==> config.mk <==
export PLATFORM = sky130hd
export DESIGN_NAME = split_scheduler_flat
export DESIGN_NICKNAME = d
export VERILOG_FILES = /design/src/rtl/split_sched_pkg.sv /design/src/rtl/split_scheduler_if.sv /design/src/rtl/split_timer.sv /design/src/rtl/split_scheduler.sv /design/src/flat_wrapper.sv
export SDC_FILE = /design/constraint.sdc
export NUM_CORES = 1
export LEC_CHECK = 0
export BUFFER_PORTS_ARGS = -buffer_cell sky130_fd_sc_hd__buf_2
export CAP_MARGIN = 20
export CORE_UTILIZATION = 53
export CTS_BUF_LIST = sky130_fd_sc_hd__clkbuf_2 sky130_fd_sc_hd__clkbuf_4 sky130_fd_sc_hd__clkbuf_8
export CTS_CLUSTER_DIAMETER = 60
export DETAILED_ROUTE_END_ITERATION = 6
export GPL_TIMING_DRIVEN = 0
export PLACE_DENSITY = 0.79
export SYNTH_ARGS = -nofsm -noshare
export SYNTH_HDL_FRONTEND = slang
export SYNTH_HIERARCHICAL = 1
export SYNTH_SLANG_ARGS = --single-unit
==> constraint.sdc <==
create_clock -name clk -period 2.65 [get_ports clk]
set_clock_uncertainty 0.2 [all_clocks]
set_input_delay 0.265 -clock clk [delete_from_list [all_inputs] [get_ports clk]]
set_output_delay 0.265 -clock clk [all_outputs]
set_load 0.02 [all_outputs]
==> src/rtl/split_sched_pkg.sv <==
// Shared types for the split-transaction bus scheduler: FSM state encoding and
// the bit positions of each master inside the parked mask.
package split_sched_pkg;

    typedef enum logic [2:0] {
        StIdle,
        StOwn,
        StOwnParked,
        StIdleParked,
        StResume
    } sched_state_t;

    localparam int unsigned ParkM1Bit = 0;
    localparam int unsigned ParkM2Bit = 1;

endpackage

==> src/rtl/split_scheduler_if.sv <==
// Request/grant and split-control signals between two bus masters, the split-capable
// slave and the scheduler. The scheduler sits on the slave modport.
interface split_scheduler_if;

    logic       m1_req;
    logic       m2_req;
    logic       m1_done;
    logic       m2_done;
    logic       slv_split;
    logic       slv_resume;
    logic       m1_grant;
    logic       m2_grant;
    logic [1:0] parked;
    logic       split_abort;
    logic       bus_busy;

    modport master (
        output m1_req, m2_req, m1_done, m2_done, slv_split, slv_resume,
        input  m1_grant, m2_grant, parked, split_abort, bus_busy
    );

    modport slave (
        input  m1_req, m2_req, m1_done, m2_done, slv_split, slv_resume,
        output m1_grant, m2_grant, parked, split_abort, bus_busy
    );

endinterface

==> src/rtl/split_timer.sv <==
// Saturating wait counter for a parked master; expire pulses on the cycle the
// count is about to reach Limit.
module split_timer #(
    parameter logic [7:0] Limit = 8'd200
) (
    input  logic clk,
    input  logic rst,
    input  logic clear,
    input  logic enable,
    output logic expire
);

    logic [7:0] count_q;

    always_ff @(posedge clk) begin
        if (rst || clear) begin
            count_q <= 8'd0;
        end else if (enable && (count_q != Limit)) begin
            count_q <= count_q + 8'd1;
        end
    end

    assign expire = enable && !clear && (count_q == Limit - 8'd1);

endmodule

==> src/rtl/split_scheduler.sv <==
// Two-master bus scheduler with split/park, deferred resume and parked-master timeout.
// Define SPLIT_SCHED_RR_EN for round-robin tie-breaking; default is fixed m1 priority.
module split_scheduler
    import split_sched_pkg::*;
#(
    parameter logic [7:0] SPLIT_TMO = 8'd200
) (
    input logic              clk,
    input logic              rst,
    split_scheduler_if.slave bus
);

    sched_state_t state_q;
    logic         m1_grant_q, m2_grant_q, abort_q, pending_q;
    logic [1:0]   parked_q;
    logic         owner_done, m1_elig, m2_elig, pick_m1, pick_m2;
    logic         split_take, resume_take, timer_en, tmo_expire, abort_now;

    assign owner_done = (m1_grant_q && bus.m1_done) || (m2_grant_q && bus.m2_done);
    assign m1_elig    = bus.m1_req && !parked_q[ParkM1Bit];
    assign m2_elig    = bus.m2_req && !parked_q[ParkM2Bit];

`ifdef SPLIT_SCHED_RR_EN
    logic last_m2_q;  // last_served: set means m2 was served last, so m1 wins the next tie

    always_ff @(posedge clk) begin
        if (rst) begin
            last_m2_q <= 1'b1;
        end else if (m1_grant_q) begin
            last_m2_q <= 1'b0;
        end else if (m2_grant_q) begin
            last_m2_q <= 1'b1;
        end
    end

    assign pick_m1 = m1_elig && (!m2_elig || last_m2_q);
`else
    assign pick_m1 = m1_elig;
`endif
    assign pick_m2 = m2_elig && !pick_m1;

    assign split_take  = (state_q == StOwn) && bus.slv_split && !owner_done;
    assign resume_take = bus.slv_resume && ((state_q == StIdleParked) || (state_q == StOwnParked));
    // The resumed master is already chosen in RESUME, so it can no longer time out.
    assign timer_en    = (parked_q != 2'b00) && (state_q != StResume);
    assign abort_now   = tmo_expire && !resume_take;

    split_timer #(
        .Limit(SPLIT_TMO)
    ) u_timer (
        .clk   (clk),
        .rst   (rst),
        .clear (split_take),
        .enable(timer_en),
        .expire(tmo_expire)
    );

    always_ff @(posedge clk) begin
        if (rst) begin
            state_q    <= StIdle;
            m1_grant_q <= 1'b0;
            m2_grant_q <= 1'b0;
            parked_q   <= 2'b00;
            abort_q    <= 1'b0;
            pending_q  <= 1'b0;
        end else begin
            abort_q <= abort_now;
            if (abort_now) begin
                parked_q  <= 2'b00;
                pending_q <= 1'b0;
            end
            unique case (state_q)
                StIdle: begin
                    m1_grant_q <= pick_m1;
                    m2_grant_q <= pick_m2;
                    if (pick_m1 || pick_m2) state_q <= StOwn;
                end
                StOwn: begin
                    if (owner_done) begin
                        m1_grant_q <= 1'b0;
                        m2_grant_q <= 1'b0;
                        state_q    <= StIdle;
                    end else if (split_take) begin
                        m1_grant_q          <= 1'b0;
                        m2_grant_q          <= 1'b0;
                        parked_q[ParkM1Bit] <= m1_grant_q;
                        parked_q[ParkM2Bit] <= m2_grant_q;
                        state_q             <= StIdleParked;
                    end
                end
                StIdleParked: begin
                    if (resume_take) begin
                        state_q <= StResume;
                    end else begin
                        m1_grant_q <= pick_m1;
                        m2_grant_q <= pick_m2;
                        if (pick_m1 || pick_m2) begin
                            state_q <= abort_now ? StOwn : StOwnParked;
                        end else if (abort_now) begin
                            state_q <= StIdle;
                        end
                    end
                end
                StOwnParked: begin
                    if (resume_take) pending_q <= 1'b1;
                    if (owner_done) begin
                        m1_grant_q <= 1'b0;
                        m2_grant_q <= 1'b0;
                        if (abort_now) begin
                            state_q <= StIdle;
                        end else if (pending_q || resume_take) begin
                            state_q <= StResume;
                        end else begin
                            state_q <= StIdleParked;
                        end
                    end else if (abort_now) begin
                        state_q <= StOwn;
                    end
                end
                StResume: begin
                    m1_grant_q <= parked_q[ParkM1Bit];
                    m2_grant_q <= parked_q[ParkM2Bit];
                    parked_q   <= 2'b00;
                    pending_q  <= 1'b0;
                    state_q    <= StOwn;
                end
                default: state_q <= StIdle;
            endcase
        end
    end

    assign bus.m1_grant    = m1_grant_q;
    assign bus.m2_grant    = m2_grant_q;
    assign bus.parked      = parked_q;
    assign bus.split_abort = abort_q;
    assign bus.bus_busy    = m1_grant_q || m2_grant_q;

endmodule

==> src/flat_wrapper.sv <==
// flat-port wrapper written by rule: the top's interface ports become plain ports
module split_scheduler_flat import split_sched_pkg::*;
#(
    parameter logic [7:0] SPLIT_TMO = 8'd200
)
  (clk, rst, bus_m1_req, bus_m2_req, bus_m1_done, bus_m2_done, bus_slv_split, bus_slv_resume, bus_m1_grant, bus_m2_grant, bus_parked, bus_split_abort, bus_bus_busy);
  split_scheduler_if bus_i ();
  input logic clk;
  input logic rst;
  input wire logic [$bits(bus_i.m1_req)-1:0] bus_m1_req;
  input wire logic [$bits(bus_i.m2_req)-1:0] bus_m2_req;
  input wire logic [$bits(bus_i.m1_done)-1:0] bus_m1_done;
  input wire logic [$bits(bus_i.m2_done)-1:0] bus_m2_done;
  input wire logic [$bits(bus_i.slv_split)-1:0] bus_slv_split;
  input wire logic [$bits(bus_i.slv_resume)-1:0] bus_slv_resume;
  output wire logic [$bits(bus_i.m1_grant)-1:0] bus_m1_grant;
  output wire logic [$bits(bus_i.m2_grant)-1:0] bus_m2_grant;
  output wire logic [$bits(bus_i.parked)-1:0] bus_parked;
  output wire logic [$bits(bus_i.split_abort)-1:0] bus_split_abort;
  output wire logic [$bits(bus_i.bus_busy)-1:0] bus_bus_busy;
  assign bus_i.m1_req = bus_m1_req;
  assign bus_i.m2_req = bus_m2_req;
  assign bus_i.m1_done = bus_m1_done;
  assign bus_i.m2_done = bus_m2_done;
  assign bus_i.slv_split = bus_slv_split;
  assign bus_i.slv_resume = bus_slv_resume;
  assign bus_m1_grant = bus_i.m1_grant;
  assign bus_m2_grant = bus_i.m2_grant;
  assign bus_parked = bus_i.parked;
  assign bus_split_abort = bus_i.split_abort;
  assign bus_bus_busy = bus_i.bus_busy;
  split_scheduler #(.SPLIT_TMO(SPLIT_TMO)) u_core (.clk(clk), .rst(rst), .bus(bus_i));
endmodule
==> results.md <==
* Longest Clk Path Bufs at 2
* Clock power share at roughly 17%
* WHS at between 0.1 and 0.15 ns
* Filler cells at 156
* MaxCap Viol Count at 0
* Worst-margin pin slew at between 0.5 and 0.6 ns
* Setup violators final at 0
* Mean Syn Cell Area at 8.09 sq um
* Setup Crit Path Kind: register to register
* Post-detailed-route count of antenna-violating nets at 0
* Number of global-route vias before repair at ~800
* Worst-path cell chain: a22o_1, nor3_2, nor4b_4, buf_4, nor2_1, nand2_1, nor4b_2, a31oi_1, a211oi_1
* Layout area overhead at 16.3%
* Fmax at between 0.3 and 0.4 GHz
* Ports at 14
* Netlist Area Pre-Place at roughly 0.0011 sq mm
* Number of synthesized register bits at 17
* Cells after Synth at between 100 and 150
* CP Capture Type: register
* Antenna violations before repair at 0
* Int Pwr at roughly 530 uW
* Clk sink count at 17
* Reg-to-reg endpoint: u_core/state_q[1]
* Max FO, Critical Path at 6
* Finished Cell Area at roughly 0.0012 sq mm
* HP Class: primary input to register
* Buffers added on ports at 13
* Status: completed
* Slew Limit Fails at 0
* Drt initial violations at 40
* Syn Nets at between 100 and 150
* Root Driver: clkbuf_4
* Vias at just over 1000
* Cts bufs inserted at 3
* Nets at 159
* Sequential Power Share at a little over a third
* Main synth FF type: dfxtp_1
* Clock-pin slew of the registers on the worst-case setup and hold paths at roughly 0.10 ns
* First-pass GRT wire length at ~3600 microns
* Core area at 0.00180 sq mm
* Skew-Pair Late Insertion Delay at between 0.2 and 0.3 ns
* Tot GR Track Use at roughly a quarter
* Distinct cells, synth at 42
* Slew HR at between 60% and 70%
* Wire length per cell at 12.9 microns
* DP HPWL at roughly 1600 microns
* Die width at ~47 microns
* Maximum vdd drop at around 510 uV
* Ant. Diodes at 0
* Largest net degree at the start of global routing at 11
* Share of cells above drive strength 1 at approximately a quarter
* Min-delay src: rst
* H-tree level count at 1
* DRC at 0
* Setup crit start kind: register
* # rows at 15
* Synthesis Warnings at 6
* CTS tree: built
* Die ar. at around 0.0022 sq mm
* Seq/Total Area, Yosys at between 30% and 40%
* GRT Residual Overflow at 0
* Synth async-reset ratio at 0%
* Final hold vios at 0
* Period utilization at 95.4%
* Crit-path max cell delay at around 0.47 ns
* Tmin final at about 2.5 ns
* Post-DP Area at between 0.001 and 0.0015 sq mm
* DR vias/cell at 5.92
* Wirelength, routed at approximately 2200 microns
* Die H at about 47 microns
* Terminating pin of the worst hold path: u_core/u_timer/count_q[2]
* 1st-pass router iterations at 4
* Leakage power at 0.000471 uW
* Worst EP required at 2.66 ns
* Number of synthesized flops with an enable pin at 0
* Switching part of the total power at approximately two fifths
* Switching power at 345 uW
* Worst Path Arrival at roughly 2.5 ns
* Routability cong. at 0.866
* Cell at the slowest stage of the critical path: nor3_2
* Flop2flop setup slack at roughly 0.12 ns
* PwrDens at roughly 720 mW/mm^2
* Hold_buf cts at 0
* Initial Util at 58.4%
* Gate power share at between 40 and 50%
* RR Startpoint: u_core/bus.m1_grant
* Hold path cells at 3
* R2R cell count at 9
[cell type report]
class                           instances  area (sq um)  share of cell area (%)
Multi-Input combinational cell        104           698                    57.1
Sequential cell                        17           342                    27.9
Timing Repair Buffer                   14          72.6                    5.93
Buffer                                  5          35.0                    2.86
Tap cell                               25          31.3                    2.56
Clock buffer                            4          30.0                    2.45
Inverter                                4          15.0                    1.23
[worst max-delay path by stage]
stage / start / to / slack [ns] / cells past startpoint
floorplan: u_core/state_q[0] / u_core/state_q[0] / 0.15 / 10
global placement: u_core/state_q[0] / u_core/state_q[0] / -0.20 / 10
detailed placement: u_core/state_q[0] / u_core/state_q[1] / -0.28 / 10
CTS: u_core/state_q[0] / u_core/state_q[0] / 0.001 / 10
global route: u_core/state_q[1] / u_core/state_q[1] / -0.007 / 11
finish: u_core/bus.m1_grant / u_core/state_q[1] / 0.12 / 9
[layout by cell type, fill, tap and decap left out, types with 3 or more instances in the layout]
| cell type | netlist | final |
|---|---|---|
| dfxtp_1 | 17 | 16 |
| nor2_1 | 16 | 15 |
| buf_2 | 2 | 14 |
| nand2_1 | 14 | 14 |
| o21ai_0 | 7 | 7 |
| a21oi_1 | 6 | 6 |
| clkbuf_4 | 0 | 4 |
| a211oi_1 | 4 | 4 |
| nand3_1 | 5 | 4 |
| mux2i_1 | 4 | 4 |
| inv_1 | 4 | 4 |
| nand3b_1 | 3 | 3 |
| buf_4 | 1 | 3 |
| or2_2 | 3 | 3 |
| a22oi_1 | 3 | 3 |
| or3_1 | 3 | 3 |
[power by group through the flow]
stage	clock network [uW]	registers (uW)	logic (uW)
after global routing	161	323	448
after global placement	0	320	383
after CTS	151	315	402
after floorplan	0	324	309
after detailed placement	0	320	395
final	147	317	413
[repair_timing]
item | CTS | global route
gates resized for setup | 3 | 4
setup buffers | 1 | 0
gates cloned | 0 | 0
pin swaps | 1 | 1
setup endpoints to repair | 4 | 4
[kinds of logic after synthesis]
kind of cell,Yosys count,synth area share (%)
xor gates and xnor gates,2,1.66
buffers and inverters,9,4.52
muxes,4,3.81
adders and majority gates,2,2.38
and+or+nand+nor,62,33.2
AOI/OAI and AO/OA,34,22.1
DFF,17,32.3
[cell usage after synthesis, types with 2 or more instances]
cell,n,area (sq um)
nor4b_1,2,17.5
nor2_1,16,60.1
or2_2,3,18.8
inv_1,4,15.0
a21oi_1,6,30.0
nand3b_1,3,22.5
nor3b_1,2,15.0
nand2_1,14,52.6
o21ai_0,7,35.0
a211oi_1,4,30.0
nor3_1,2,10.0
nand3_1,5,25.0
dfxtp_1,17,340
o21a_1,2,15.0
buf_2,2,10.0
nand4_1,2,12.5
mux2i_1,4,40.0
o22ai_1,2,12.5
ha_1,2,25.0
xor2_1,2,17.5
a22oi_1,3,22.5
o31ai_1,2,15.0
or3_1,3,18.8
a21o_1,2,15.0
nand2b_1,2,12.5
[critical path: cells and delay by family (launching register included)]
family / cells / cell delay (ns)
flip-flops: 1 / 0.37
buffers and inverters: 1 / 0.17
AO/OA/AOI/OAI: 3 / 0.56
AND/OR/NAND/NOR: 5 / 1.13
[metal layers]
| metal | vias up | global-route usage [%] | wire, microns |
|---|---|---|---|
| li1 | 510 | - | - |
| met1 | 477 | 30.3 | 1040 |
| met2 | 34 | 36.9 | 1030 |
| met3 | 4 | 7.45 | 143 |
| met4 | 0 | 6.47 | 23 |
| met5 | - | 0 | 0 |
[flip-flops by register name (all words and copies together) (netlist names)]
signal                  cells
u_core/bus.m1_grant         1
u_core/bus.m2_grant         1
u_core/bus.parked           2
u_core/bus.split_abort      1
u_core/pending_q            1
u_core/state_q              3
u_core/u_timer/count_q      8
[metrics by stage]
stage | cells | total power [uW] | TNS [ns] | worst slack (ns) | utilization, %
after detailed placement | 168 | 716 | -0.574 | -0.276 | 64.1
after global routing | 173 | 932 | -0.00736 | -0.00736 | 67.9
final | 173 | 877 | 0 | 0.123 | 67.9
after global placement | 168 | 703 | -0.392 | -0.200 | 64.1
after CTS | 173 | 868 | 0 | 0.00105 | 66.9
after floorplan | 130 | 633 | 0 | 0.151 | -
(Power assumes the default switching activity.)
